--- config.mk ---
export PLATFORM = sky130hd
export DESIGN_NAME = iex_muldiv
export DESIGN_NICKNAME = d
export VERILOG_FILES = /design/src/rtl/iex_muldiv_pkg.sv /design/src/rtl/iex_muldiv.sv
export SDC_FILE = /design/constraint.sdc
export NUM_CORES = 1
export LEC_CHECK = 0
export BUFFER_PORTS_ARGS = -buffer_cell sky130_fd_sc_hd__buf_2
export CAP_MARGIN = 20
export CORE_AREA = 2 2 192 194
export CTS_CLUSTER_DIAMETER = 200
export DETAILED_ROUTE_END_ITERATION = 8
export DIE_AREA = 0 0 194 196
export PLACE_DENSITY_LB_ADDON = 0.25
export SYNTH_ARGS = -nofsm -noshare
export SYNTH_HDL_FRONTEND = slang
export SYNTH_SLANG_ARGS = --single-unit
--- constraint.sdc ---
create_clock -name clk -period 9.3 [get_ports clk]
set_clock_uncertainty 0.05 [all_clocks]
set_input_delay 0.465 -clock clk [delete_from_list [all_inputs] [get_ports clk]]
set_output_delay 0.465 -clock clk [all_outputs]
set_load 0.01 [all_outputs]
--- src/rtl/iex_muldiv_pkg.sv ---
// -----------------------------------------------------------------------------
// iex_muldiv_pkg
// Shared definitions for the execute-stage iterative multiply/divide unit:
//   md_op_e        M-extension sub-op encodings driven on iex_muldiv.op
//   md_state_e     control FSM state encoding
//   md_cnt_width   width of the iteration counter (must be able to hold XLEN)
// -----------------------------------------------------------------------------
package iex_muldiv_pkg;

    typedef enum logic [1:0] {
        MD_MUL   = 2'b00,
        MD_MULHU = 2'b01,
        MD_DIVU  = 2'b10,
        MD_REMU  = 2'b11
    } md_op_e;

    typedef enum logic [1:0] {
        IDLE = 2'd0,
        RUN  = 2'd1,
        DONE = 2'd2
    } md_state_e;

    function automatic int unsigned md_cnt_width(input int unsigned xlen);
        return unsigned'($clog2(xlen)) + 1;
    endfunction

endpackage

--- src/rtl/iex_muldiv.sv ---
// -----------------------------------------------------------------------------
// iex_muldiv
// Iterative unsigned multiply / divide unit sitting behind the ID/EX register.
// One iteration per clock, XLEN iterations per operation; busy stalls the
// front of the pipe, done is a one-cycle pulse with result held afterwards.
//
// Ports
//   clk      in   pipeline clock, rising edge
//   reset_n  in   asynchronous active-low reset
//   start    in   request from EX (already qualified as a mul/div, non-bubble)
//   flush    in   hazard-unit clear; aborts any operation in flight
//   op       in   00 MUL, 01 MULHU, 10 DIVU, 11 REMU
//   srca     in   multiplicand / dividend
//   srcb     in   multiplier / divisor
//   busy     out  high while iterating
//   done     out  one-cycle completion pulse
//   result   out  last completed result, held until the next completion
// -----------------------------------------------------------------------------
module iex_muldiv
    import iex_muldiv_pkg::*;
#(
    parameter int unsigned XLEN = 32
) (
    input  logic            clk,
    input  logic            reset_n,
    input  logic            start,
    input  logic            flush,
    input  logic [1:0]      op,
    input  logic [XLEN-1:0] srca,
    input  logic [XLEN-1:0] srcb,
    output logic            busy,
    output logic            done,
    output logic [XLEN-1:0] result
);

    localparam int unsigned     CNT_W     = md_cnt_width(XLEN);
    localparam logic [CNT_W-1:0] LAST_ITER = CNT_W'(XLEN - 1);

    md_state_e        state_q, state_d;
    md_op_e           op_q, op_d;
    logic [XLEN-1:0]  opnd_q, opnd_d;   // srca for multiply, srcb (divisor) for divide
    logic [XLEN-1:0]  hi_q, hi_d;       // product high word / partial remainder
    logic [XLEN-1:0]  lo_q, lo_d;       // product low word + multiplier / dividend + quotient
    logic [CNT_W-1:0] cnt_q, cnt_d;
    logic             busy_q, busy_d;
    logic             done_q, done_d;
    logic [XLEN-1:0]  result_q, result_d;

    logic             accept;
    logic             op_is_div;
    logic             div_by_zero;
    logic             run_is_div;
    logic [XLEN:0]    mul_sum;
    logic [XLEN:0]    div_shift;
    logic [XLEN:0]    div_diff;

    assign accept      = start && !flush;
    assign op_is_div   = op[1];
    assign div_by_zero = op_is_div && (srcb == '0);
    assign run_is_div  = (op_q == MD_DIVU) || (op_q == MD_REMU);

    // ---------------------------------------------------------------- state reg
    always_ff @(posedge clk or negedge reset_n) begin
        if (!reset_n) begin
            state_q <= IDLE;
        end else begin
            state_q <= state_d;
        end
    end

    // --------------------------------------------------------------- next state
    always_comb begin
        state_d = state_q;
        case (state_q)
            IDLE: begin
                if (accept) begin
                    state_d = div_by_zero ? DONE : RUN;
                end
            end
            RUN: begin
                if (flush) begin
                    state_d = IDLE;
                end else if (cnt_q == LAST_ITER) begin
                    state_d = DONE;
                end
            end
            DONE: begin
                state_d = IDLE;
            end
            default: begin
                state_d = IDLE;
            end
        endcase
    end

    // --------------------------------------------------- outputs and datapath
    // Multiply and divide share the hi/lo pair. The partial remainder is stored
    // XLEN bits wide; only the shifted value needs the extra bit for the sign
    // of the trial subtraction, since a restored remainder is always < divisor.
    always_comb begin
        op_d     = op_q;
        opnd_d   = opnd_q;
        hi_d     = hi_q;
        lo_d     = lo_q;
        cnt_d    = cnt_q;
        done_d   = 1'b0;
        result_d = result_q;
        busy_d   = (state_d == RUN);

        mul_sum   = {1'b0, hi_q} + (lo_q[0] ? {1'b0, opnd_q} : '0);
        div_shift = {hi_q, lo_q[XLEN-1]};
        div_diff  = div_shift - {1'b0, opnd_q};

        case (state_q)
            IDLE: begin
                if (accept) begin
                    op_d  = md_op_e'(op);
                    cnt_d = '0;
                    if (op_is_div) begin
                        opnd_d = srcb;
                        if (div_by_zero) begin
                            // Preload the RISC-V divide-by-zero answers so DONE
                            // selects them exactly like a normal completion.
                            hi_d = srca;
                            lo_d = '1;
                        end else begin
                            hi_d = '0;
                            lo_d = srca;
                        end
                    end else begin
                        opnd_d = srca;
                        hi_d   = '0;
                        lo_d   = srcb;
                    end
                end
            end
            RUN: begin
                if (!flush) begin
                    cnt_d = cnt_q + CNT_W'(1);
                    if (run_is_div) begin
                        if (!div_diff[XLEN]) begin
                            hi_d = div_diff[XLEN-1:0];
                            lo_d = {lo_q[XLEN-2:0], 1'b1};
                        end else begin
                            hi_d = div_shift[XLEN-1:0];
                            lo_d = {lo_q[XLEN-2:0], 1'b0};
                        end
                    end else begin
                        hi_d = mul_sum[XLEN:1];
                        lo_d = {mul_sum[0], lo_q[XLEN-1:1]};
                    end
                end
            end
            DONE: begin
                if (!flush) begin
                    done_d = 1'b1;
                    case (op_q)
                        MD_MUL:   result_d = lo_q;
                        MD_MULHU: result_d = hi_q;
                        MD_DIVU:  result_d = lo_q;
                        MD_REMU:  result_d = hi_q;
                        default:  result_d = lo_q;
                    endcase
                end
            end
            default: begin
                done_d = 1'b0;
            end
        endcase
    end

    always_ff @(posedge clk or negedge reset_n) begin
        if (!reset_n) begin
            op_q     <= MD_MUL;
            opnd_q   <= '0;
            hi_q     <= '0;
            lo_q     <= '0;
            cnt_q    <= '0;
            busy_q   <= 1'b0;
            done_q   <= 1'b0;
            result_q <= '0;
        end else begin
            op_q     <= op_d;
            opnd_q   <= opnd_d;
            hi_q     <= hi_d;
            lo_q     <= lo_d;
            cnt_q    <= cnt_d;
            busy_q   <= busy_d;
            done_q   <= done_d;
            result_q <= result_d;
        end
    end

    assign busy   = busy_q;
    assign done   = done_q;
    assign result = result_q;

endmodule

Word level (Yosys, flattened, before mapping). Cells that the tools add are included.

Flip-flop bits (word level): 140. Bits of input ports: 70. Word-level logic and storage cells: 62.

Add/subtract/negate cells: 3. Eq/ne operators: 9. Muxes and demuxes: 27. Bitwise gates (word level): 1. Reduce and logical (&&, ||, !) cells: 13.

Operator list (count): 2-to-1 mux 32 bit (13); one-hot mux 32 bit (2 select lines) (3); adder 32 x 32 -> 33 bit (1); subtractor 33 x 32 -> 33 bit (1); logical NOT 32 bit (1); 2-to-1 mux 6 bit (2); one-hot mux 6 bit (2 select lines) (1); 2-to-1 mux 2 bit (4); adder 6 x 1 -> 6 bit, second input constant (1); equality test 2 x 1 -> 1 bit, second input constant (3); equality test 2 bit, second input constant (3); equality test 6 x 5 -> 1 bit, second input constant (1); logical NOT 2 bit (2); inequality test 2 bit, second input constant (2); one-hot mux 2 bit (2 select lines) (1); AND reduction 2 bit (2); OR reduction 2 bit (2); 2-to-1 mux 1 bit (3); AND reduction 3 bit (1); logical AND 1 bit (2); nonzero test 2 bit (1); logical NOT 1 bit (1); logical OR 1 bit (1); inverter 1 bit (1).

Depth between registers and ports, before layout.
Depth after elaboration: 6. Mapped depth: 15. Gate-level depth less buffers: 13.

Worst setup path before layout. OpenSTA, ideal clock, no wires.

Path kind: reg2reg. From: register lo_q[0]. To: register hi_q[31]. Setup time: 0.126 ns. Arrival: 3.240 ns. Path slack: 5.885 ns. Stages on the path, launching flop included: 15. Path buffers: 1. Cell sequence: dfrtp_1 clkbuf_1 and2_1 ha_1 fa_1 a211oi_1 o21ai_0 a21oi_1 o31ai_1 a31oi_1 o21bai_1 nand3_1 nand2_1 a221o_1 a221o_1.

Longest elaborated chain between the ends: 5.

RTL lines: start, declared (RTL line iex_muldiv.sv:43) `logic [XLEN-1:0] lo_q, lo_d;`; start signal, assigned (RTL line iex_muldiv.sv:186) `lo_q <= lo_d;`; 2-to-1 mux 32 bit (RTL line iex_muldiv.sv:110) `mul_sum = {1'b0, hi_q} + (lo_q[0] ? {1'b0, opnd_q} : '0);`; adder 32 x 32 -> 33 bit (RTL line iex_muldiv.sv:110); 2-to-1 mux 32 bit (RTL line iex_muldiv.sv:140) `if (run_is_div) begin`; 2-to-1 mux 32 bit (RTL line iex_muldiv.sv:138) `if (!flush) begin`; one-hot mux 32 bit (2 select lines) (RTL line iex_muldiv.sv:114) `case (state_q)`; end signal, assigned (RTL line iex_muldiv.sv:185) `hi_q <= hi_d;`; end, declared (RTL line iex_muldiv.sv:42) `logic [XLEN-1:0] hi_q, hi_d;`.

Every way passes these cells. The select of a mux whose other input is x is not followed. A chain may end at the register's enable or synchronous reset.

Final worst setup path. Same ends and word-level chain as after synthesis.

==> metrics.txt <==
final setup TNS=0 ps; RSZ-0062 raised after global routing=false; Startpoint Class=flip-flop; PD cells=between 200 and 300 nW/um^2; metal2 WL=roughly 18 mm; CP Class=reg2reg; endpoints failing hold=0; most used flip-flop cell after synthesis=dfrtp_1; Pint=about 1.8 mW; Initial Utilization=0.3138; Synth Instances=between 1,000 and 1,500; Arr. time, crit path=4390 ps; period utilization=0.4441; largest net degree at the start of global routing=80; Netlist Area Pre-Place=~11,000 um^2; Worst-path clk slew=approximately 60 ps; antenna violations before repair=1; reg2reg path depth=14; NumNets Final=roughly 1,600; fmax=around 240 MHz; std cell rows=70; I/O Buffers=slightly above 100; vias in the first global route=between 10,000 and 15,000; leak pwr=5.941 nW; Synth async-reset ratio=1.000; vias per std cell=5.593; vias=between 10,000 and 15,000; clk sinks=140; routed wl met3=1.941 mm; CP max stage delay=460 ps; Avg Synthesized Cell Area=7.874 um^2; Top Metal Used=met4; Comb power frac=0.535; Clk pwr share=0.197; Antenna Violating Nets Remaining=0; Post-synth top cells=nor2_1, a21oi_1, dfrtp_1; die height=196 um; CTS tree=built; slowest library cell on the worst path=fa_1; H-tree levels=4; GRT Overall Usage=0.2130; Area Overhead vs Synth=13.30%; CP cell instances=buf_4 > and2_1 > ha_1 > fa_1 > a211oi_1 > o21ai_0 > a21oi_1 > o31ai_1 > a31oi_1 > o21bai_1 > nand3_1 > nand2_1 > a221o_1 > a221o_1; first-pass GRT wire length=63.07 mm; Tot Pwr=~3.4 mW; final-report setup violation count=0; top cell type's share of synthesized area=0.3094; Switching Share=0.4672; WL per Instance=just over 20 um; GRT Residual Overflow=0; layout cells sized above 1=0.1161; 1st-iter DRT viols=between 900 and 1,000; # DRC=0; status=complete, no violations; VDD IR-drop max=between 0.0001 and 0.00015 V; total core area=around 36,000 um^2; Die W=roughly 190 um; worst-path maximum fanout=35; num ports=around 100; Post-CTS Resized=0; routed wire length=40.70 mm; YS warnings=0; top-count cell post-synth=nor2_1; later-pin clock latency in the skew report=440 ps; Root Driver=clkbuf_16; TritonCTS buffer count=17; Synthesized Nets=approximately 1,600; EDFF count, synth=0; drt pass-1 iters=6; post-synthesis register bit count=140; worst slew pin tran=about 1100 ps; synth top area cells=dfrtp_1, a21oi_1, mux2i_1; share of power burned in registers=0.268; Hold/Removal Path Class=in2async; non-filler instance count after layout=roughly 2,000; Setup Buffers After CTS=0; Util after Layout=0.3555; worst path required time=roughly 9600 ps; hold slack final=approximately 12 ps; Hold Buf Count CTS=0; Seq/Total Area, Yosys=0.3094; Max Cap Viol=0; RePlAce Congestion=roughly 0.96; Die ar.=about 38,000 um^2; NetSw=1.592 mW; Met1 Wirelength=about 19 mm; hpwl dp=29.51 mm; Final Max Tran Viols=0; clk buf depth=2; placed cell count=1,943; Final min period=approximately 4100 ps; post-synth cell types=73; most frequent CP cell=a221o_1; largest area contributor in the netlist=dfrtp_1; Max-Slew Margin vs Limit=0.2861; Critical Path End Type=flip-flop
==> logic make-up (layout without fill, tap and decap cells) <==
| family | Yosys count | in the layout | synth area share |
|---|---|---|---|
| AO/OA/AOI/OAI | 477 | 477 | 0.2535 |
| XOR/XNOR | 51 | 51 | 0.03945 |
| adder cells (fa/ha/maj) | 67 | 67 | 0.07536 |
| buffers and inverters | 130 | 199 | 0.04630 |
| flip-flops | 140 | 140 | 0.3094 |
| multiplexers | 104 | 104 | 0.09204 |
| other | 0 | 1 | 0 |
| AND/OR/NAND/NOR | 469 | 469 | 0.1840 |
==> placed cells by master, fill, tap and decap left out, types with 20 or more instances in the layout <==
| master | count |
|---|---|
| nor3_1 | 20 |
| buf_2 | 101 |
| inv_1 | 45 |
| o21ai_0 | 74 |
| a21o_1 | 28 |
| a211oi_1 | 20 |
| xor2_1 | 27 |
| ha_1 | 65 |
| nand2_1 | 100 |
| and2_1 | 33 |
| a21oi_1 | 227 |
| mux2i_1 | 103 |
| xnor2_1 | 24 |
| buf_4 | 20 |
| nor2_1 | 234 |
| dfrtp_1 | 138 |
==> power by group through the flow <==
stage	sequential (mW)	combinational, mW	clock (mW)
2_1_floorplan	0.842	1.39	0
3_3_place_gp	0.920	1.78	0
3_5_place_dp	0.922	1.78	0
4_1_cts	0.912	1.80	0.687
5_1_grt	0.932	2.01	0.709
6_report	0.914	1.82	0.671
==> registers in the layout, summed over array words and instances (netlist names) <==
signal and count:
busy 1, cnt_q 6, done 1, hi_q 32, lo_q 32, op_q 2, opnd_q 32, result 32
state_q 2
==> worst paths after layout <==
| check | startpoint | end | slack [ps] |
|---|---|---|---|
| max | lo_q[0]$_DFFE_PN0P_ | hi_q[31]$_DFFE_PN0P_ | 5170 |
| min | reset_n | opnd_q[29]$_DFFE_PN0P_ | 10 |
| max reg2reg | lo_q[0]$_DFFE_PN0P_ | hi_q[31]$_DFFE_PN0P_ | 5170 |
| min reg2reg | opnd_q[25]$_DFFE_PN0P_ | opnd_q[25]$_DFFE_PN0P_ | 470 |
| max in group asynchronous | reset_n | op_q[1]$_DFFE_PN0P_ | 7800 |
| min in group clk | op[0] | op_q[0]$_DFFE_PN0P_ | 210 |
==> metal layers <==
layer / vias up / global-route usage
met5: - / 0
li1: 5278 / -
met2: 366 / 0.3357
met4: 0 / 0.08670
met3: 60 / 0.02888
met1: 5348 / 0.2944
==> critical path, delay by kind of cell (launching register included) <==
family,cells,cell delay (ps)
simple gates,3,400
fa+ha+maj,2,680
compound gates,8,2280
buf+inv,1,240
flops,1,360
==> metrics by stage <==
step	instance area (um^2)	setup WS, ps
after floorplan	11320	5885
after global placement	12260	5376
after detailed placement	12260	5214
after CTS	12830	5198
after global routing	12830	4934
final	12830	5169
==> final cells by class <==
cell class	count	area (um^2)
fill	3828	23250
multi-input combinational	1168	7336
sequential	140	3506
timing repair buffer	122	666.9
tap	468	585.6
clock buffer	21	480.5
inverter	45	168.9
clock inverter	11	83.83
antenna	1	2.502
No activity file was read; power rests on OpenSTA's default activity.
